<file path="src/rtl/ms_wb_arbiter2.sv">
// ms_wb_arbiter2: two-master, one-slave Wishbone arbiter with round-robin
// arbitration. The grant is held for the whole bus cycle of the granted master.
// Optional slave-ack watchdog enabled by defining MS_WB_ARB_TIMEOUT_EN.
module ms_wb_arbiter2 #(
    parameter int AW      = 32,
    parameter int DW      = 32,
    parameter int TIMEOUT = 255
) (
    input  logic            clk_i,
    input  logic            rst_n_i,
    input  logic            m0_cyc_i,
    input  logic            m0_stb_i,
    input  logic            m0_we_i,
    input  logic [DW/8-1:0] m0_sel_i,
    input  logic [AW-1:0]   m0_adr_i,
    input  logic [DW-1:0]   m0_dat_i,
    output logic [DW-1:0]   m0_dat_o,
    output logic            m0_ack_o,
    input  logic            m1_cyc_i,
    input  logic            m1_stb_i,
    input  logic            m1_we_i,
    input  logic [DW/8-1:0] m1_sel_i,
    input  logic [AW-1:0]   m1_adr_i,
    input  logic [DW-1:0]   m1_dat_i,
    output logic [DW-1:0]   m1_dat_o,
    output logic            m1_ack_o,
    output logic            s_cyc_o,
    output logic            s_stb_o,
    output logic            s_we_o,
    output logic [DW/8-1:0] s_sel_o,
    output logic [AW-1:0]   s_adr_o,
    output logic [DW-1:0]   s_dat_o,
    input  logic [DW-1:0]   s_dat_i,
    input  logic            s_ack_i,
    output logic [1:0]      gnt_o,
    output logic            timeout_o
);

    typedef enum logic [1:0] {IDLE, GNT0, GNT1} state_t;

    state_t state;
    state_t state_nxt;
    logic   prefer_m1;
    logic   prefer_m1_nxt;
    logic   req0;
    logic   req1;
    logic   stb_raw;
    logic   to_hit;

    assign req0  = m0_cyc_i & m0_stb_i;
    assign req1  = m1_cyc_i & m1_stb_i;
    assign gnt_o = {state == GNT1, state == GNT0};

    // TIMEOUT only sizes the optional watchdog; an illegal value shows up as this named block
    if (TIMEOUT < 2 || TIMEOUT > 65535) begin : g_timeout_out_of_range
    end

    // State and round-robin pointer registers; reset favours m0
    always_ff @(posedge clk_i or negedge rst_n_i) begin
        if (!rst_n_i) begin
            state     <= IDLE;
            prefer_m1 <= 1'b0;
        end else begin
            state     <= state_nxt;
            prefer_m1 <= prefer_m1_nxt;
        end
    end

    // Next-state: grant held while the owner keeps cyc, hand-over without an idle bubble
    always_comb begin
        state_nxt     = state;
        prefer_m1_nxt = prefer_m1;
        case (state)
            IDLE: begin
                if (req0 && (!req1 || !prefer_m1)) state_nxt = GNT0;
                else if (req1)                     state_nxt = GNT1;
            end
            GNT0: begin
                if (!m0_cyc_i) state_nxt = req1 ? GNT1 : IDLE;
            end
            GNT1: begin
                if (!m1_cyc_i) state_nxt = req0 ? GNT0 : IDLE;
            end
            default: state_nxt = IDLE;
        endcase
        if (state_nxt == GNT0 && state != GNT0) prefer_m1_nxt = 1'b1;
        if (state_nxt == GNT1 && state != GNT1) prefer_m1_nxt = 1'b0;
    end

    // Datapath mux: forward the granted master to the slave and route ack/data back to it only
    always_comb begin
        s_cyc_o  = 1'b0;
        stb_raw  = 1'b0;
        s_we_o   = 1'b0;
        s_sel_o  = '0;
        s_adr_o  = '0;
        s_dat_o  = '0;
        m0_ack_o = 1'b0;
        m0_dat_o = '0;
        m1_ack_o = 1'b0;
        m1_dat_o = '0;
        case (state)
            GNT0: begin
                s_cyc_o  = m0_cyc_i;
                stb_raw  = m0_stb_i;
                s_we_o   = m0_we_i;
                s_sel_o  = m0_sel_i;
                s_adr_o  = m0_adr_i;
                s_dat_o  = m0_dat_i;
                m0_ack_o = s_ack_i | to_hit;
                m0_dat_o = to_hit ? DW'(32'hDEADBEEF) : s_dat_i;
            end
            GNT1: begin
                s_cyc_o  = m1_cyc_i;
                stb_raw  = m1_stb_i;
                s_we_o   = m1_we_i;
                s_sel_o  = m1_sel_i;
                s_adr_o  = m1_adr_i;
                s_dat_o  = m1_dat_i;
                m1_ack_o = s_ack_i | to_hit;
                m1_dat_o = to_hit ? DW'(32'hDEADBEEF) : s_dat_i;
            end
            default: ;
        endcase
        s_stb_o = stb_raw & ~to_hit;
    end

`ifdef MS_WB_ARB_TIMEOUT_EN
    localparam int CW = $clog2(TIMEOUT + 1);

    logic [CW-1:0] to_cnt;

    // A genuine ack on the deadline cycle wins over the forced error ack
    assign to_hit    = stb_raw & ~s_ack_i & (to_cnt == CW'(TIMEOUT));
    assign timeout_o = to_hit;

    // Watchdog counts stalled strobe cycles and restarts on ack, idle strobe or expiry
    always_ff @(posedge clk_i or negedge rst_n_i) begin
        if (!rst_n_i) begin
            to_cnt <= '0;
        end else if (!stb_raw || s_ack_i || to_hit) begin
            to_cnt <= '0;
        end else begin
            to_cnt <= to_cnt + CW'(1);
        end
    end
`else
    assign to_hit    = 1'b0;
    assign timeout_o = 1'b0;
`endif

endmodule

</file>
<file path="config.mk">
export PLATFORM = sky130hd
export DESIGN_NAME = ms_wb_arbiter2
export DESIGN_NICKNAME = d
export VERILOG_FILES = /design/src/rtl/ms_wb_arbiter2.sv
export SDC_FILE = /design/constraint.sdc
export NUM_CORES = 1
export LEC_CHECK = 0
export ABC_AREA = 1
export ABC_CLOCK_PERIOD_IN_PS = 1400
export BUFFER_PORTS_ARGS = -buffer_cell sky130_fd_sc_hd__buf_2
export CORE_AREA = 2 2 122 124
export DETAILED_ROUTE_END_ITERATION = 10
export DIE_AREA = 0 0 124 126
export GPL_TIMING_DRIVEN = 0
export SYNTH_ARGS = -nofsm -noshare
export SYNTH_HDL_FRONTEND = slang
export SYNTH_SLANG_ARGS = --single-unit
export TNS_END_PERCENT = 10
</file>
<file path="constraint.sdc">
create_clock -name clk_i -period 1.4 [get_ports clk_i]
set_input_delay 0.14 -clock clk_i [delete_from_list [all_inputs] [get_ports clk_i]]
set_output_delay 0.14 -clock clk_i [all_outputs]
set_load 0.05 [all_outputs]
</file>
==> metrics.cfg <==
[critical_path]
required_ns = 1.26
start_kind = register
startpoint = state[0]$_DFF_PN0_
crit_type = reg2out
crit_path_end_kind = output port
path_max_fanout = 5
rr_startpoint = state[0]$_DFF_PN0_
crit_arrival_ns = 1.74

[logic_synthesis]
synth-main-ff-cell = dfrtp_1
synth_top_family_by_area = simple AND/OR/NAND/NOR gates
synth_cells = 420
syn-num-nets = 601
yosysTopAreaCellShare = 0.462
synth.most_common_cell = nand2_1
synthAdderAreaFrac = 0.0273
synth-seq-cells = 3
synth.area.top_cells = nand2_1 (46%), a21oi_1 (19%), inv_1 (14%)
synth_xor_xnor_area_share = 0
synth-seq-area-share = 0.0409
synth_edf_count = 0
synth_top_area_cell = nand2_1
synth.avg_cell_area_um2 = 4.37
yosys.area_share.simple = 0.484
syn-cell-area_mm2 = 0.00183
ys_async_sr_fraction = 1.00
synth_compound_area_frac = 0.207
synth_cell_type_count = 17
synthMuxAreaShare = 0
netlist_top_cells_count = nand2_1 (226), a21oi_1 (71), inv_1 (70)
ys_warn_count = 0

[global_routing]
antenna_found_initial = 0
track_usage = 0.175
grt_max_degree = 11
grt_pass1_wl_um = 21300
grt_overflow_total = 0
grt_pass1_vias = 4009

[clock_network]
clk_latency_ns = 0.22
cts_max_level = 1
cts_root_buf = clkbuf_16
clock_path_buffers = 2
cts_buffers = 3
clk_pin_slew_worst_paths_ns = 0.03
numClockSinks = 3
cts_tree = built

[floorplanning]
io_pins = 317
rows = 44
core_area_mm2 = 0.0143
die_w_um = 124
initial_utilization = 0.128
fp.dieArea_mm2 = 0.0156
die_h_um = 126

[placed_design]
place.gp.congestion = 0.801
post-place-ws_ns = -0.717
place_hpwl_um = 10200
port_buffers = 315

[timing]
finalClockSkew_ns = 0.000277
hold_ws_ns = 0.247
final.period_utilization = 1.34
min_period_ns = 1.88
clock.fmax_ghz = 0.533
setup_viol = 139
rsz0062_at_grt = true
worst_slack_ns = -0.477
final-hold-violation-count = 0
finalMaxSlewViolations = 0
final.setup.tns_ns = -50.65

[routing]
top_layer = met4
drt_iter0_markers = 75
num_vias = 3927
wirelength_um = 14500
viasPerCell = 4.12
drt-met1-wl_um = 5570
route.met2.wl_um = 7860
met3_length_um = 889
first_pass_iters = 4
detail_route.wl_per_cell_um = 15.3
post-route-drc-count = 0
ant_nets = 0

[cells_and_area]
antenna_cells = 0
final_util = 0.464
fin_nets = 951
syn2layout_area_growth_pct = 262
seqCellArea_um2 = 77.6
nFillCells = 1367
layout-drive-gt1-share = 0.746
multi_input_area_mm2 = 0.00239

[flow_run]
maxCapViolCount = 0

[pwr]
power_density_mw_per_mm2 = 2530
vdd_ir_drop_max_uv = 1840
p_leak_uw = 0.00303

[min_path]
hold_class = in2async

[outcome]
status = finished with violations
violations = setup timing

==> final cells by class <==
cell class | instances | area share
plain buffers | 30 | 0.0774
flip-flops and latches | 3 | 0.0117
multi-input cells | 311 | 0.360
clock buffers | 4 | 0.0119
well taps | 184 | 0.0347
repair buffers | 347 | 0.444
inverters | 74 | 0.0603
==> layout by cell type, fill, tap and decap left out, types with 2 or more instances in the layout <==
master      instances
clkinvlp_4         30
ha_4                3
a21oi_4            72
buf_8              25
nand2_4            10
nor2_1              3
buf_12             13
nand2_1           153
inv_1              32
buf_16              3
buf_4              20
buf_2             176
clkbuf_8            3
clkbuf_16          11
buf_6             127
nand2_2            64
dfrtp_2             2
inv_2              10
==> timing repair <==
action,4_1_cts,5_1_grt
hold buffers,1,0
endpoints found under the hold margin,3,0
pin swaps,6,9
setup buffers,19,2
gates cloned,6,5
endpoints found under the setup margin,140,142
gates resized for setup,395,66
==> critical path, stage by stage (launching register included) <==
cell,delay (ns)
dfrtp_2,0.40
inv_2,0.08
ha_4,0.14
buf_12,0.12
buf_8,0.11
buf_12,0.11
buf_12,0.12
nand2_4,0.05
a21oi_4,0.19
buf_6,0.18
==> cell families after synthesis <==
kind of cell,after synthesis
compound gates,73
fa+ha+maj,4
buf+inv,106
flops,3
other cells,1
simple gates,233
==> through the flow <==
step / total power, uW / std cells / area [um2]
global route: 17600 / 953 / 6640
floorplan: 9120 / 420 / 2850
global placement: 11500 / 919 / 4650
detailed placement: 11500 / 919 / 4650
CTS: 16100 / 947 / 6360
finish: 16800 / 953 / 6640
==> power by group <==
group	switching (uW)	total (uW)	internal [uW]
sequential	47.1	182	135
clock	73.3	449	375
combinational	9780	16200	6420
==> per-layer routing <==
layer	track usage	vias up
met2	0.328	177
li1	-	1941
met1	0.207	1793
met3	0.0236	16
met4	0.0370	0
met5	0	-
==> final timing paths <==
check                                   endpoint  slack, ns  cells after the start
max                                  s_adr_o[10]      -0.48                      9
min                           state[0]$_DFF_PN0_       0.25                      2
max in group asynchronous     state[1]$_DFF_PN0_       1.04                      2
min in group clk_i            state[1]$_DFF_PN0_       0.36                      6
max reg2reg                prefer_m1$_DFFE_PN0P_      -0.19                     13
min reg2reg                prefer_m1$_DFFE_PN0P_       0.49                      2
==> sequential cells by signal (all words and copies together) (netlist names) <==
signal	count
state	2
prefer_m1	1
No activity file was read; power rests on OpenSTA's default activity.
